==> src/rtl/xcorr_peak_finder_if.sv <==
// Stream bundle between the cross-spectrum multiplier, the peak finder and the TDOA logic.
// The slave modport is the peak finder's view; the master modport is the surrounding logic's view.
// Neighbour ports exist only when XCORR_PEAK_NEIGHBOURS_EN is defined.
interface xcorr_peak_finder_if #(
  parameter int DATA_W = 47,
  parameter int BIN_W  = 10
);
  logic              s_valid;
  logic              s_ready;
  logic [DATA_W-1:0] s_data;
  logic              s_last;
  logic              m_valid;
  logic              m_ready;
  logic [DATA_W-1:0] m_peak_value;
  logic [BIN_W-1:0]  m_peak_bin;
  logic              m_no_peak;
  logic              m_len_err;
`ifdef XCORR_PEAK_NEIGHBOURS_EN
  logic [DATA_W-1:0] m_left_value;
  logic [DATA_W-1:0] m_right_value;

  modport slave (
    input  s_valid, s_data, s_last, m_ready,
    output s_ready, m_valid, m_peak_value, m_peak_bin, m_no_peak, m_len_err,
    output m_left_value, m_right_value
  );
  modport master (
    output s_valid, s_data, s_last, m_ready,
    input  s_ready, m_valid, m_peak_value, m_peak_bin, m_no_peak, m_len_err,
    input  m_left_value, m_right_value
  );
`else
  modport slave (
    input  s_valid, s_data, s_last, m_ready,
    output s_ready, m_valid, m_peak_value, m_peak_bin, m_no_peak, m_len_err
  );
  modport master (
    output s_valid, s_data, s_last, m_ready,
    input  s_ready, m_valid, m_peak_value, m_peak_bin, m_no_peak, m_len_err
  );
`endif
endinterface

==> src/rtl/xcorr_peak_finder.sv <==
// Per-frame windowed peak search over cross-spectrum bin powers; optional macro XCORR_PEAK_NEIGHBOURS_EN adds peak-1/peak+1 values.
// Latency: result valid 1 cycle after the s_last handshake.
// Backpressure: s_ready drops while a result waits for m_ready, plus a 1-cycle bubble per frame.
module xcorr_peak_finder #(
  parameter int DATA_W  = 47,
  parameter int BIN_W   = 10,
  parameter int MIN_BIN = 1,
  parameter int MAX_BIN = 511
) (
  input logic                clk,
  input logic                reset_b,
  xcorr_peak_finder_if.slave bus
);

  typedef enum logic {SCAN, HOLD} state_t;

  state_t            state, state_nxt;
  logic              s_ready_c, m_valid_c;
  logic              accept, last_beat, clear_frame, in_win, take;

  // Running per-frame search state
  logic [BIN_W-1:0]  bin_cnt;
  logic              cnt_full;   // all 2^BIN_W bin indices have been used
  logic [DATA_W-1:0] max_val;
  logic [BIN_W-1:0]  max_bin;
  logic              seen;       // an in-window beat has been seen this frame
  logic              len_err;

  logic [DATA_W-1:0] max_nxt;
  logic [BIN_W-1:0]  bin_nxt;
  logic              seen_nxt, err_nxt;

  // Registered frame result
  logic [DATA_W-1:0] peak_value_q;
  logic [BIN_W-1:0]  peak_bin_q;
  logic              no_peak_q, len_err_q;

  // State register
  always_ff @(posedge clk or negedge reset_b) begin
    if (!reset_b) state <= SCAN;
    else          state <= state_nxt;
  end

  // Next state and stream handshake outputs
  always_comb begin
    state_nxt = state;
    s_ready_c = 1'b0;
    m_valid_c = 1'b0;
    case (state)
      SCAN: begin
        s_ready_c = 1'b1;
        if (bus.s_valid && bus.s_last) state_nxt = HOLD;
      end
      HOLD: begin
        m_valid_c = 1'b1;
        if (bus.m_ready) state_nxt = SCAN;
      end
      default: state_nxt = SCAN;
    endcase
  end

  assign accept      = s_ready_c && bus.s_valid;
  assign last_beat   = accept && bus.s_last;
  assign clear_frame = m_valid_c && bus.m_ready;
  assign in_win      = (bin_cnt >= BIN_W'(MIN_BIN)) && (bin_cnt <= BIN_W'(MAX_BIN));

  // Search state as it stands once the current beat is folded in; ties keep the earlier bin
  always_comb begin
    take     = accept && in_win && (!seen || (bus.s_data > max_val));
    max_nxt  = take ? bus.s_data : max_val;
    bin_nxt  = take ? bin_cnt : max_bin;
    seen_nxt = seen || (accept && in_win);
    err_nxt  = len_err || (accept && cnt_full);
  end

  // Bin counter and running max, cleared at reset and when a result is consumed
  always_ff @(posedge clk or negedge reset_b) begin
    if (!reset_b) begin
      bin_cnt  <= '0;
      cnt_full <= 1'b0;
      max_val  <= '0;
      max_bin  <= '0;
      seen     <= 1'b0;
      len_err  <= 1'b0;
    end else if (clear_frame) begin
      bin_cnt  <= '0;
      cnt_full <= 1'b0;
      max_val  <= '0;
      max_bin  <= '0;
      seen     <= 1'b0;
      len_err  <= 1'b0;
    end else if (accept) begin
      if (bin_cnt == '1) cnt_full <= 1'b1;
      else               bin_cnt  <= bin_cnt + BIN_W'(1);
      max_val <= max_nxt;
      max_bin <= bin_nxt;
      seen    <= seen_nxt;
      len_err <= err_nxt;
    end
  end

  // Frame result capture on the last beat; held until the next frame ends
  always_ff @(posedge clk or negedge reset_b) begin
    if (!reset_b) begin
      peak_value_q <= '0;
      peak_bin_q   <= '0;
      no_peak_q    <= 1'b0;
      len_err_q    <= 1'b0;
    end else if (last_beat) begin
      peak_value_q <= seen_nxt ? max_nxt : '0;
      peak_bin_q   <= seen_nxt ? bin_nxt : '0;
      no_peak_q    <= !seen_nxt;
      len_err_q    <= err_nxt;
    end
  end

  assign bus.s_ready      = s_ready_c;
  assign bus.m_valid      = m_valid_c;
  assign bus.m_peak_value = peak_value_q;
  assign bus.m_peak_bin   = peak_bin_q;
  assign bus.m_no_peak    = no_peak_q;
  assign bus.m_len_err    = len_err_q;

`ifdef XCORR_PEAK_NEIGHBOURS_EN
  logic [DATA_W-1:0] prev_val, left_val, right_val, left_nxt, right_nxt;
  logic [DATA_W-1:0] left_q, right_q;
  logic              right_pend;

  // Neighbours follow the beat order regardless of window: left from the previous beat, right from the next
  always_comb begin
    left_nxt  = take ? prev_val : left_val;
    right_nxt = take ? '0 : ((accept && right_pend) ? bus.s_data : right_val);
  end

  // Neighbour tracking, cleared at frame start
  always_ff @(posedge clk or negedge reset_b) begin
    if (!reset_b) begin
      prev_val   <= '0;
      left_val   <= '0;
      right_val  <= '0;
      right_pend <= 1'b0;
    end else if (clear_frame) begin
      prev_val   <= '0;
      left_val   <= '0;
      right_val  <= '0;
      right_pend <= 1'b0;
    end else if (accept) begin
      prev_val   <= bus.s_data;
      left_val   <= left_nxt;
      right_val  <= right_nxt;
      right_pend <= take;
    end
  end

  // Neighbour result capture alongside the peak
  always_ff @(posedge clk or negedge reset_b) begin
    if (!reset_b) begin
      left_q  <= '0;
      right_q <= '0;
    end else if (last_beat) begin
      left_q  <= left_nxt;
      right_q <= right_nxt;
    end
  end

  assign bus.m_left_value  = left_q;
  assign bus.m_right_value = right_q;
`endif

endmodule

==> src/flat_wrapper.sv <==
// flat-port wrapper written by rule: the top's interface ports become plain ports
module xcorr_peak_finder_flat 
#(
  parameter int DATA_W  = 47,
  parameter int BIN_W   = 10,
  parameter int MIN_BIN = 1,
  parameter int MAX_BIN = 511
)
  (clk, reset_b, bus_s_valid, bus_s_data, bus_s_last, bus_m_ready, bus_s_ready, bus_m_valid, bus_m_peak_value, bus_m_peak_bin, bus_m_no_peak, bus_m_len_err);
  xcorr_peak_finder_if #(.DATA_W(DATA_W), .BIN_W(BIN_W)) bus_i ();
  input logic clk;
  input logic reset_b;
  input wire logic [$bits(bus_i.s_valid)-1:0] bus_s_valid;
  input wire logic [$bits(bus_i.s_data)-1:0] bus_s_data;
  input wire logic [$bits(bus_i.s_last)-1:0] bus_s_last;
  input wire logic [$bits(bus_i.m_ready)-1:0] bus_m_ready;
  output wire logic [$bits(bus_i.s_ready)-1:0] bus_s_ready;
  output wire logic [$bits(bus_i.m_valid)-1:0] bus_m_valid;
  output wire logic [$bits(bus_i.m_peak_value)-1:0] bus_m_peak_value;
  output wire logic [$bits(bus_i.m_peak_bin)-1:0] bus_m_peak_bin;
  output wire logic [$bits(bus_i.m_no_peak)-1:0] bus_m_no_peak;
  output wire logic [$bits(bus_i.m_len_err)-1:0] bus_m_len_err;
  assign bus_i.s_valid = bus_s_valid;
  assign bus_i.s_data = bus_s_data;
  assign bus_i.s_last = bus_s_last;
  assign bus_i.m_ready = bus_m_ready;
  assign bus_s_ready = bus_i.s_ready;
  assign bus_m_valid = bus_i.m_valid;
  assign bus_m_peak_value = bus_i.m_peak_value;
  assign bus_m_peak_bin = bus_i.m_peak_bin;
  assign bus_m_no_peak = bus_i.m_no_peak;
  assign bus_m_len_err = bus_i.m_len_err;
  xcorr_peak_finder #(.DATA_W(DATA_W), .BIN_W(BIN_W), .MIN_BIN(MIN_BIN), .MAX_BIN(MAX_BIN)) u_core (.clk(clk), .reset_b(reset_b), .bus(bus_i));
endmodule
==> config.mk <==
export PLATFORM = sky130hd
export DESIGN_NAME = xcorr_peak_finder_flat
export DESIGN_NICKNAME = d
export VERILOG_FILES = /design/src/rtl/xcorr_peak_finder_if.sv /design/src/rtl/xcorr_peak_finder.sv /design/src/flat_wrapper.sv
export SDC_FILE = /design/constraint.sdc
export NUM_CORES = 1
export LEC_CHECK = 0
export ABC_AREA = 0
export BUFFER_PORTS_ARGS = -buffer_cell sky130_fd_sc_hd__buf_2
export CAP_MARGIN = 20
export CORE_MARGIN = 8
export CORE_UTILIZATION = 57
export CTS_CLUSTER_SIZE = 28
export DETAILED_ROUTE_END_ITERATION = 16
export GPL_TIMING_DRIVEN = 0
export PLACE_DENSITY_LB_ADDON = 0.05
export SLEW_MARGIN = 20
export SYNTH_ARGS = -nofsm -noshare
export SYNTH_HDL_FRONTEND = slang
export SYNTH_SLANG_ARGS = --single-unit
==> constraint.sdc <==
create_clock -name clk -period 2.95 [get_ports clk]
set_clock_uncertainty 0.05 [all_clocks]
set_input_delay 0.4425 -clock clk [delete_from_list [all_inputs] [get_ports clk]]
set_output_delay 0.4425 -clock clk [all_outputs]
set_load 0.1 [all_outputs]
== After elaboration in Yosys (flattened, before gate mapping) ==
Cells that the tools add are included.
Word-level totals
  register bits: 130
  input bits: 52
  output and inout bits: 61
  word-level logic and storage cells: 58
Cells by class
  $add $sub $neg: 1
  order comparisons: 3
  equal/unequal tests: 2
  mux-type cells: 23
  bitwise gates (word level): 1
  reductions and logical operators: 17
Operator list (count)
  $mux 47: 4
  $mux 10: 7
  $gt 47x47->1: 1
  $mux 1: 11
  $add 10x1->10 const B: 1
  $eq 10x10->1 const B: 1
  $ge 10x1->1 const B: 1
  $le 10x9->1 const B: 1
  $logic_and 1x1->1: 8
  $reduce_and 2->1: 2
  $reduce_bool 2->1: 2
  $logic_or 1x1->1: 3
  $logic_not 1->1: 2
  $ne 2x1->1 const B: 1
  $pmux 1 s2: 1
  $not 1->1: 1

== Depth between registers and ports, before layout ==
Gate-level depths: netlist (run 1).
  depth after elaboration: 7
  mapped depth: 12
  mapped depth without buffers: 9

== Least setup slack after synthesis (run 1) ==
No wires, ideal clock.
  path type: input to register
  start: input port bus_s_data[18]
  end: register u_core.peak_value_q[19], in the netlist u_core.bus.m_peak_value[19]
  library setup time: 0.132 ns
  data arrival time: 2.374 ns
  required time: 2.768 ns
  setup slack: 0.394 ns
  cell stages on the path: 11
  path buffers: 3
  cell sequence: ha_1 a21oi_1 o21ai_1 a221o_1 o31a_1 o31a_1 buf_6 buf_6 buf_6 mux2i_1 o21ai_1
Between the ends
  cells in the longest elaborated chain, start to end: 5
Ends and longest elaborated chain
  start, declared: line flat_wrapper.sv:14  | input wire logic [$bits(bus_i.s_data)-1:0] bus_s_data;
  $gt 47x47->1: line xcorr_peak_finder.sv:69  | take = accept && in_win && (!seen || (bus.s_data > max_val));
  $logic_or 1x1->1: line xcorr_peak_finder.sv:69
  $logic_and 1x1->1: line xcorr_peak_finder.sv:69
  $mux 47: line xcorr_peak_finder.sv:70  | max_nxt = take ? bus.s_data : max_val;
  $mux 47: line xcorr_peak_finder.sv:110  | peak_value_q <= seen_nxt ? max_nxt : '0;
  end signal, assigned: line xcorr_peak_finder.sv:110
  end, declared: line xcorr_peak_finder.sv:34  | logic [DATA_W-1:0] peak_value_q;
Every way passes these cells.
A chain may end at the register's enable or synchronous reset.

== Worst setup path in the final report (run 1) ==
  start: register u_core.max_val[26]
  end: register u_core.peak_value_q[32], in the netlist u_core.bus.m_peak_value[32]
Between the ends
  cells in the longest elaborated chain, start to end: 5
Ends and longest elaborated chain
  start, declared: line xcorr_peak_finder.sv:24  | logic [DATA_W-1:0] max_val;
  start signal, assigned: line xcorr_peak_finder.sv:95  | max_val <= max_nxt;
  $gt 47x47->1: line xcorr_peak_finder.sv:69
  $logic_or 1x1->1: line xcorr_peak_finder.sv:69
  $logic_and 1x1->1: line xcorr_peak_finder.sv:69
  $mux 47: line xcorr_peak_finder.sv:70
  $mux 47: line xcorr_peak_finder.sv:110
Every way passes these cells.

==> out/results.ini, run 1 <==
[floorplanning]
initial_utilization = 0.583
dieArea_um2 = 15300
ios = 113
row_count = 39
core_um2 = 11400
die_h_um = 124
die_w_um = 124

[job]
cap_violations = 0

[routing]
drt_iter0_markers = 378
drtAntennaViolNets = 0
vias = 5204
viasPerCell = 5.68
wl_per_cell_um = 17.5
drc = 0
drt_wl_total_mm = 16.0
drt-pass1-iter-count = 4

[critical_path]
required_ns = 3.19
critical_path_class = reg -> reg
endpoint_kind = flip-flop
cp_max_fo = 10
arrival_ns = 2.99
slowest_stage = dfrtp_1
crit_path_start_kind = flip-flop
r2r_slack_ns = 0.20
slowest_delay_ns = 0.38
critPathBufInv = 4
crit_family = compound AO/OA/AOI/OAI gates
cp_cell_sequence = inv_1, ha_1, nand4_1, nor4_4, a221o_1, o31a_1, o31a_1, buf_6, buf_8, buf_8, mux2i_2, o21ai_1

[place]
gp_congestion = 0.803
place_inst = 882
io_buffers = 112
place_hpwl_mm = 11.6

[finish]
fillers = 885
final_nets = 862
drive_gt1_frac = 0.221
area_growth_pct = 21.7
antennaDiodeCount = 0
stdcell_count = 916
postLayoutCoreUtil = 0.710

[grt]
grt_pass1_vias = 5333
grt_overflow = 0
antenna_found_initial = 0
grt.total_usage = 0.221
grt_pass1_wl_mm = 26.7
grt_max_degree = 76

[sta]
finalHoldViolCount = 0
drv_slew = 0
rsz0062_at_grt = no
setup_viol = 0
slew_headroom = 0.634
worstMarginPinSlew_ns = 0.549
period_share = 0.933
min_period_ns = 2.75
fmax_ghz = 0.363

[clock_network]
numCtsBuffers = 17
tritoncts = yes
clockRootBuffer = clkbuf_16
cts_buffer_depth = 2
h-tree-depth = 4
cts.sinks = 130
clk_pin_slew_worst_paths_ns = 0.05
clk-insertion-delay-late_ns = 0.42

[logic_synthesis]
ys.warnings.count = 0
synth_top_area_frac = 0.490
ys_types = 40
synth_top_cell_by_area = dfrtp_1
syn_inst = 626
avgSynthCellArea_um2 = 10.6
yosysSeqAreaShare = 0.490
ys_ff_latch = 130
synthTopCellsByArea = dfrtp_1 49%, ha_1 9.4%, mux2i_1 8.6%, a22o_1 7.5%, nand2_1 4.6%
synthesis.area_um2 = 6630
synth_nets = 728

[outcome]
status = completed

[min_path]
min_path_type = in -> reg

-- state kept, by name (all words and copies together) (netlist names) --
register                 flops
u_core.cnt_full              1
u_core.max_val              47
u_core.bus.m_peak_value     47
u_core.bus.m_peak_bin       10
u_core.bus.m_len_err         1
u_core.bus.m_no_peak         1
u_core.max_bin              10
u_core.len_err               1
u_core.bin_cnt              10
u_core.state                 1
u_core.seen                  1
-- stage by stage --
step	TNS (ns)	hold WS [ns]	area, um2	worst slack, ns
final	0	0.194	8070	0.197
after global routing	0	0.203	8070	0.00624
after global placement	-43.02	0.407	7370	-0.299
after detailed placement	-9.67	0.345	7410	-0.243
after CTS	0	0.189	8020	0.0284
after floorplan	0	0.0969	6630	0.394
-- cell usage after synthesis --
cell and count:
dfrtp_1 130, nand2_1 82, a22o_1 57, mux2i_1 57
inv_1 52, ha_1 50, o21ai_0 44, a21oi_1 22
o21ai_1 21, clkbuf_1 14, nor2_1 13, buf_6 12
nand4_1 11, nand3_1 7, nor3_1 5, xor2_1 5
and2_1 4, buf_2 4, buf_4 4, and4_1 3
o21a_1 3, o31ai_1 3, a221oi_1 2, nor2b_1 2
nor4_1 2, o31a_1 2, xnor2_1 2, a211oi_1 1
a21o_1 1, a221o_1 1, a41oi_1 1, and3_1 1
and3b_1 1, nand2b_1 1, nand3b_1 1, nand4b_1 1
nor2_4 1, nor4_2 1, o31ai_2 1, or2_1 1
-- cell usage in the layout, fill, tap and decap left out, drive strengths merged, types with 2 or more instances in the layout --
master  Yosys  final
nand2      82     82
a22o       57     57
and2        4      4
buf        20    134
o31a        2      2
o21a        3      3
a21oi      22     22
a221oi      2      2
o21ai      65     65
ha         50     50
inv        52     52
nand4      11     11
nor2       14     14
mux2i      57     57
nor4        3      3
nand3       7      7
and4        3      3
clkbuf     14     43
nor2b       2      2
clkinv      0      2
dfrtp     130    130
xnor2       2      2
xor2        5      5
o31ai       4      4
nor3        5      5
-- timing repair --
action | 4_1_cts | 5_1_grt
gates resized for setup | 1 | 10
buffers inserted | 0 | 1
gates cloned | 0 | 0
hold buffers | 1 | 0
pin swaps | 0 | 4
endpoints found under the hold margin | 55 | 0
setup endpoints to repair | 25 | 30
-- final cells by class --
class                           instances  area [um2]  share of cell area
Sequential cell                       130        3250               0.403
Multi-Input combinational cell        410        2990               0.371
Timing Repair Buffer                  115         616              0.0762
Clock buffer                           29         551              0.0682
Buffer                                 34         249              0.0308
Inverter                               52         195              0.0242
Tap cell                              143         179              0.0222
Clock inverter                          3        40.0             0.00496
-- logic make-up after synthesis --
| family | share of synthesized area |
|---|---|
| fa+ha+maj | 0.0943 |
| simple gates | 0.0949 |
| compound gates | 0.160 |
| xor+xnor | 0.00924 |
| mux | 0.0860 |
| buf+inv | 0.0653 |
| flops | 0.490 |
-- worst paths after layout --
| kind | from | endpoint | cells past startpoint |
|---|---|---|---|
| worst max-delay path | u_core.max_val[26] | u_core.bus.m_peak_value[32] | 12 |
| worst max register to register | u_core.max_val[26] | u_core.bus.m_peak_value[32] | 12 |
| max in group asynchronous | reset_b | u_core.max_val[39] | 3 |
| worst min register to register | u_core.bus.m_peak_value[20] | u_core.bus.m_peak_value[20] | 2 |
| min in group asynchronous | reset_b | u_core.max_val[13] | 2 |
| worst min-delay path | bus_m_ready | u_core.state | 2 |
-- per-layer routing --
metal | vias to the layer above | track usage | wire length (um)
li1 | 2489 | - | -
met1 | 2569 | 0.284 | 6990
met2 | 128 | 0.363 | 7890
met3 | 18 | 0.0521 | 913
met4 | 0 | 0.0722 | 209
met5 | - | 0 | 0
Power of run 1 is left out: the tool's default activity adds up to more than one toggle a clock period on the data nets, which glitch-free logic cannot reach.
==> inputs of run 2 (changes only) <==
==> constraint.sdc (replaced) <==
create_clock -name clk -period 2.95 [get_ports clk]
set_clock_uncertainty 0.05 [all_clocks]
set_input_delay 0.59 -clock clk [delete_from_list [all_inputs] [get_ports clk]]
set_output_delay 0.59 -clock clk [all_outputs]
set_load 0.1 [all_outputs]
==> run 2 against run 1 <==
Net effect:
- via count hardly changed
- worst hold slack worse by 0.15 ns
- first-iteration DRC count is 15% lower
- critical path depth stayed put
- sequential share of layout area is 0.050 points higher
- sequential cell count stayed put
- count of clock-buffer cells in the layout stayed put
==> out/results.ini, run 2 (synthesized netlist as in run 1, its figures left out) <==
[critical_path]
endpoint_kind = flip-flop
slowest_stage = dfrtp_1
r2r-end = u_core.bus.m_peak_value[32]
cp_cell_sequence = inv_1, ha_1, nand4_1, nor4_4, a221o_1, o31a_1, o31a_1, buf_6, buf_8, buf_8, mux2i_2, o21ai_1
slowest_delay_ns = 0.38  ; about the same
required_ns = 3.19  ; about the same
cp_max_fo = 10  ; unchanged
arrival_ns = 2.99  ; about the same
r2r_slack_ns = 0.19  ; about the same
critical_path_class = reg -> reg
ff2ff_path_depth = 12  ; unchanged
crit-reg2reg-launch = u_core.max_val[26]
crit_path_start_kind = flip-flop

[sta]
slew_headroom = 0.627  ; -0.00643
worstMarginPinSlew_ns = 0.559  ; +0.00965 ns
setup_viol = 0  ; unchanged
finalHoldViolCount = 0  ; unchanged
drv_slew = 0  ; unchanged
min_period_ns = 2.76  ; +0.00529 ns
whs_ns = 0.0456  ; -0.148 ns
rsz0062_at_grt = no
period_share = 0.935  ; +0.00179
fmax_ghz = 0.363  ; -0.19%

[finish]
area_growth_pct = 21.6
drive_gt1_frac = 0.222  ; +0.000287
antennaDiodeCount = 0  ; unchanged
final_common_cell = dfrtp_1
stdcell_count = 915  ; -0.11%
final_cell_mix = 130 x dfrtp_1, 115 x buf_2, 82 x nand2_1, 57 x a22o_1, 55 x mux2i_1
final_nets = 861  ; -0.12%

[floorplanning]
dieArea_um2 = 15300  ; unchanged
core_um2 = 11400  ; unchanged
die_h_um = 124  ; unchanged
initial_utilization = 0.583  ; unchanged
ios = 113  ; unchanged
die_w_um = 124  ; unchanged
row_count = 39  ; unchanged

[routing]
drt_iter0_markers = 323  ; -15%
wl_per_cell_um = 17.4  ; -0.20%
drc = 0  ; unchanged
vias = 5205  ; +0.019%
viasPerCell = 5.69  ; +0.13%
drtAntennaViolNets = 0  ; unchanged
drt_wl_total_mm = 16.0  ; -0.31%
drt-pass1-iter-count = 5  ; +1

[grt]
antenna_found_initial = 0  ; unchanged
grt_overflow = 0  ; unchanged
grt_pass1_wl_mm = 26.7  ; -0.10%
grt_pass1_vias = 5325  ; -0.15%
grt.total_usage = 0.221  ; about the same
grt_max_degree = 76  ; unchanged

[place]
place_inst = 882  ; unchanged
io_buffers = 112  ; unchanged
place_hpwl_mm = 11.6  ; unchanged
gp_congestion = 0.803  ; unchanged

[clock_network]
cts.sinks = 130  ; unchanged
h-tree-depth = 4  ; unchanged
clk-insertion-delay-late_ns = 0.42  ; about the same
cts_buffer_depth = 2  ; unchanged
numCtsBuffers = 17  ; unchanged
clk_pin_slew_worst_paths_ns = 0.05  ; about the same
tritoncts = yes
clockRootBuffer = clkbuf_16
ctsHoldBuffers = 0  ; -1

[outcome]
status = completed

[min_path]
min_path_type = in -> async

[job]
cap_violations = 0  ; unchanged

run 2: cell types whose count changed in the layout (fill, tap and decap cells not counted), sizes merged:
cell         delta
dlygate4sd3     -1
run 2: critical path, delay by kind of cell, from the launching register on:
family | cells | cell delay [ns]
and+or+nand+nor | 2 | 0.26
buffers and inverters | 4 | 0.51
AOI/OAI and AO/OA | 4 | 0.95
muxes | 1 | 0.19
adders and majority gates | 1 | 0.30
DFF | 1 | 0.38
run 2: layer usage:
layer | wire, um | GRT usage | share of wire | vias to the layer above
met2 | 7810 | 0.362 | 0.49 | 135
met1 | 6960 | 0.283 | 0.44 | 2565
met4 | 218 | 0.0722 | 0.014 | 0
met3 | 967 | 0.0526 | 0.061 | 21
li1 | - | - | - | 2484
met5 | 0 | 0 | 0 | -
run 2: what timing repair did:
| item | in CTS | in global routing |
|---|---|---|
| cloned | 0 | 0 |
| gates resized for setup | 1 | 10 |
| pin swaps | 0 | 4 |
| buffers inserted | 0 | 1 |
| endpoints found under the setup margin | 25 | 30 |
run 2: how the worst max path moves through the flow:
stage	startpoint	end	cells after the start
global placement	reset_b	u_core.bus.m_peak_value[40]	1
floorplan	bus_s_data[18]	u_core.bus.m_peak_value[19]	11
CTS	u_core.max_val[42]	u_core.bus.m_peak_value[32]	12
global route	u_core.max_val[26]	u_core.bus.m_peak_value[28]	12
detailed placement	bus_s_data[42]	u_core.bus.m_peak_value[32]	12
finish	u_core.max_val[26]	u_core.bus.m_peak_value[32]	12
run 2: cell type report:
type                            instances  area [um2]
Sequential cell                       130        3250
Clock inverter                          3        40.0
Buffer                                 34         249
Tap cell                              143         179
Timing Repair Buffer                  114         606
Multi-Input combinational cell        410        2990
Fill cell                             886        3310
Inverter                               52         195
Clock buffer                           29         551
run 2: metrics by stage:
step | area [um2] | utilization | setup slack, ns | setup TNS, ns
after detailed placement | 7410 | 0.652 | -0.391 | -26.26
after global placement | 7370 | 0.649 | -0.447 | -78.45
final | 8060 | 0.709 | 0.192 | 0
after CTS | 8010 | 0.704 | 0.0284 | 0
after floorplan | 6630 | - | 0.246 | 0
after global routing | 8060 | 0.709 | 0.00624 | 0
Power of run 2 is left out for the same reason.
==> inputs of run 3 (changes only) <==
--- a/config.mk
+++ b/config.mk
@@ -12,9 +12,9 @@
 export CORE_UTILIZATION = 57
 export CTS_CLUSTER_SIZE = 28
 export DETAILED_ROUTE_END_ITERATION = 16
-export GPL_TIMING_DRIVEN = 0
 export PLACE_DENSITY_LB_ADDON = 0.05
 export SLEW_MARGIN = 20
 export SYNTH_ARGS = -nofsm -noshare
 export SYNTH_HDL_FRONTEND = slang
 export SYNTH_SLANG_ARGS = --single-unit
+export TNS_END_PERCENT = 1
==> run 3 against run 2 <==
Net effect:
- die area stayed put
- final cell count is 0.44% higher
- routed wire length is 2.1% lower
- sequential cell count stayed put
- global-route usage is 0.36 points lower
- utilization is 0.63 points higher
- via count is 1.2% lower
- critical path depth is 1 lower
- sequential share of layout area is 0.35 points lower
- worst hold slack better by 0.095 ns
- count of clock-buffer cells in the layout is 8 lower
- maximum frequency is 1.1% lower
- critical path type unchanged
- largest cell class unchanged
==> out/results.ini, run 3 (synthesized netlist as in run 1, its figures left out) <==
[floorplanning]
die_h_um = 124  ; unchanged
initial_utilization = 0.583  ; unchanged
core_um2 = 11400  ; unchanged
die_w_um = 124  ; unchanged
ios = 113  ; unchanged
row_count = 39  ; unchanged
dieArea_um2 = 15300  ; unchanged

[sta]
slew_headroom = 0.559  ; -0.0689
period_share = 0.945  ; +0.0106
worstMarginPinSlew_ns = 0.662  ; +0.103 ns
rsz0062_at_grt = no
min_period_ns = 2.79  ; +0.0314 ns
setup_ws_ns = 0.161  ; -0.0314 ns
drv_slew = 0  ; unchanged
setup_viol = 0  ; unchanged
finalHoldViolCount = 0  ; unchanged
fmax_ghz = 0.359  ; -1.1%

[critical_path]
crit_path_start_kind = flip-flop
crit-reg2reg-launch = u_core.max_val[16]
arrival_ns = 3.09  ; +0.10 ns
cp_max_fo = 36  ; +26
crit_family = compound AO/OA/AOI/OAI gates
critPathBufInv = 3  ; -1
critical_path_class = reg -> reg
slowest_delay_ns = 0.39  ; about the same
crit_start = u_core.max_val[16]
required_ns = 3.25  ; +0.06 ns
cp_cell_sequence = inv_1, ha_1, a21oi_1, o21ai_1, a221o_1, o31a_1, o31a_2, buf_12, nor2_4, buf_12, a22o_1
endpoint_kind = flip-flop
slowest_stage = dfrtp_1
crit_top_cell = buf_12

[grt]
grt.met3_usage = 0.0562  ; +0.00363
grtUsageMet1 = 0.283  ; -0.000910
grt_overflow = 0  ; unchanged
use_met2 = 0.346  ; -0.0161
busiest_layer = met2
grt.total_usage = 0.217  ; -0.00363
grt_pass1_vias = 5308  ; -0.32%
grt_pass1_wl_mm = 26.0  ; -2.5%
antenna_found_initial = 0  ; unchanged
grt_max_degree = 49  ; -36%

[finish]
antennaDiodeCount = 0  ; unchanged
final_common_cell = dfrtp_1
final_nets = 865  ; +0.46%
final_cell_mix = 130 x dfrtp_1, 111 x buf_2, 81 x nand2_1, 57 x mux2i_1, 57 x a22o_1
drive_gt1_frac = 0.241  ; +0.0195
area_growth_pct = 22.6

[clock_network]
h-tree-depth = 4  ; unchanged
tritoncts = yes
post_cts_buffers = 0  ; unchanged
clk-insertion-delay-late_ns = 0.42  ; about the same
ctsHoldBuffers = 0  ; unchanged
clockRootBuffer = clkbuf_16
numCtsBuffers = 17  ; unchanged
clk_pin_slew_worst_paths_ns = 0.06  ; about the same
cts_buffer_depth = 2  ; unchanged
cts_resized = 0  ; -1
cts.sinks = 130  ; unchanged

[outcome]
status = completed

[routing]
wl_per_cell_um = 17.0  ; -2.5%
drc = 0  ; unchanged
drt_iter0_markers = 327  ; +1.2%
viasPerCell = 5.60  ; -1.6%
vias = 5145  ; -1.2%
drt_wl_total_mm = 15.6  ; -2.1%
drtAntennaViolNets = 0  ; unchanged
drt-pass1-iter-count = 4  ; -1

[place]
io_buffers = 112  ; unchanged
place_hpwl_mm = 11.3  ; -2.6%
dp_slack_ns = -0.122  ; +0.269 ns
gp_congestion = 0.815  ; +1.6%

[min_path]
min_path_type = in -> async

[job]
cap_violations = 0  ; unchanged

==> run 3: path summary, 6_finish.rpt <==
kind / end / slack (ns) / cells past startpoint
setup / recovery: u_core.max_val[14] / 0.16 / 11
hold / removal: u_core.bus.m_peak_value[11] / 0.14 / 1
setup reg to reg: u_core.max_val[14] / 0.16 / 11
hold reg to reg: u_core.bus.m_peak_value[7] / 0.42 / 2
max in group asynchronous: u_core.bin_cnt[3] / 1.90 / 2
min in group clk: u_core.state / 0.34 / 2
==> run 3: layout make-up <==
type | instances | area (um2)
flip-flops and latches | 130 | 3250
fillers | 853 | 3230
well taps | 143 | 179
clock inverters | 11 | 113
clock buffers | 21 | 450
inverters | 52 | 195
repair buffers | 152 | 988
multi-input cells | 410 | 2960
==> run 3: metal layers <==
layer / vias up / part of all wire
li1: 2489 / -
met1: 2527 / 0.45
met2: 113 / 0.48
met3: 16 / 0.057
met4: 0 / 0.014
met5: - / 0
==> run 3: stage by stage <==
step	TNS, ns	utilization	hold WS [ns]	cells	area [um2]
6_report	0	0.716	0.141	919	8140
5_1_grt	0	0.716	0.179	919	8140
4_1_cts	0	0.716	0.157	919	8140
3_3_place_gp	-3.84	0.666	0.408	887	7570
2_1_floorplan	0	-	0.244	626	6630
3_5_place_dp	-5.86	0.666	0.416	887	7570
Power of run 3 is left out for the same reason.
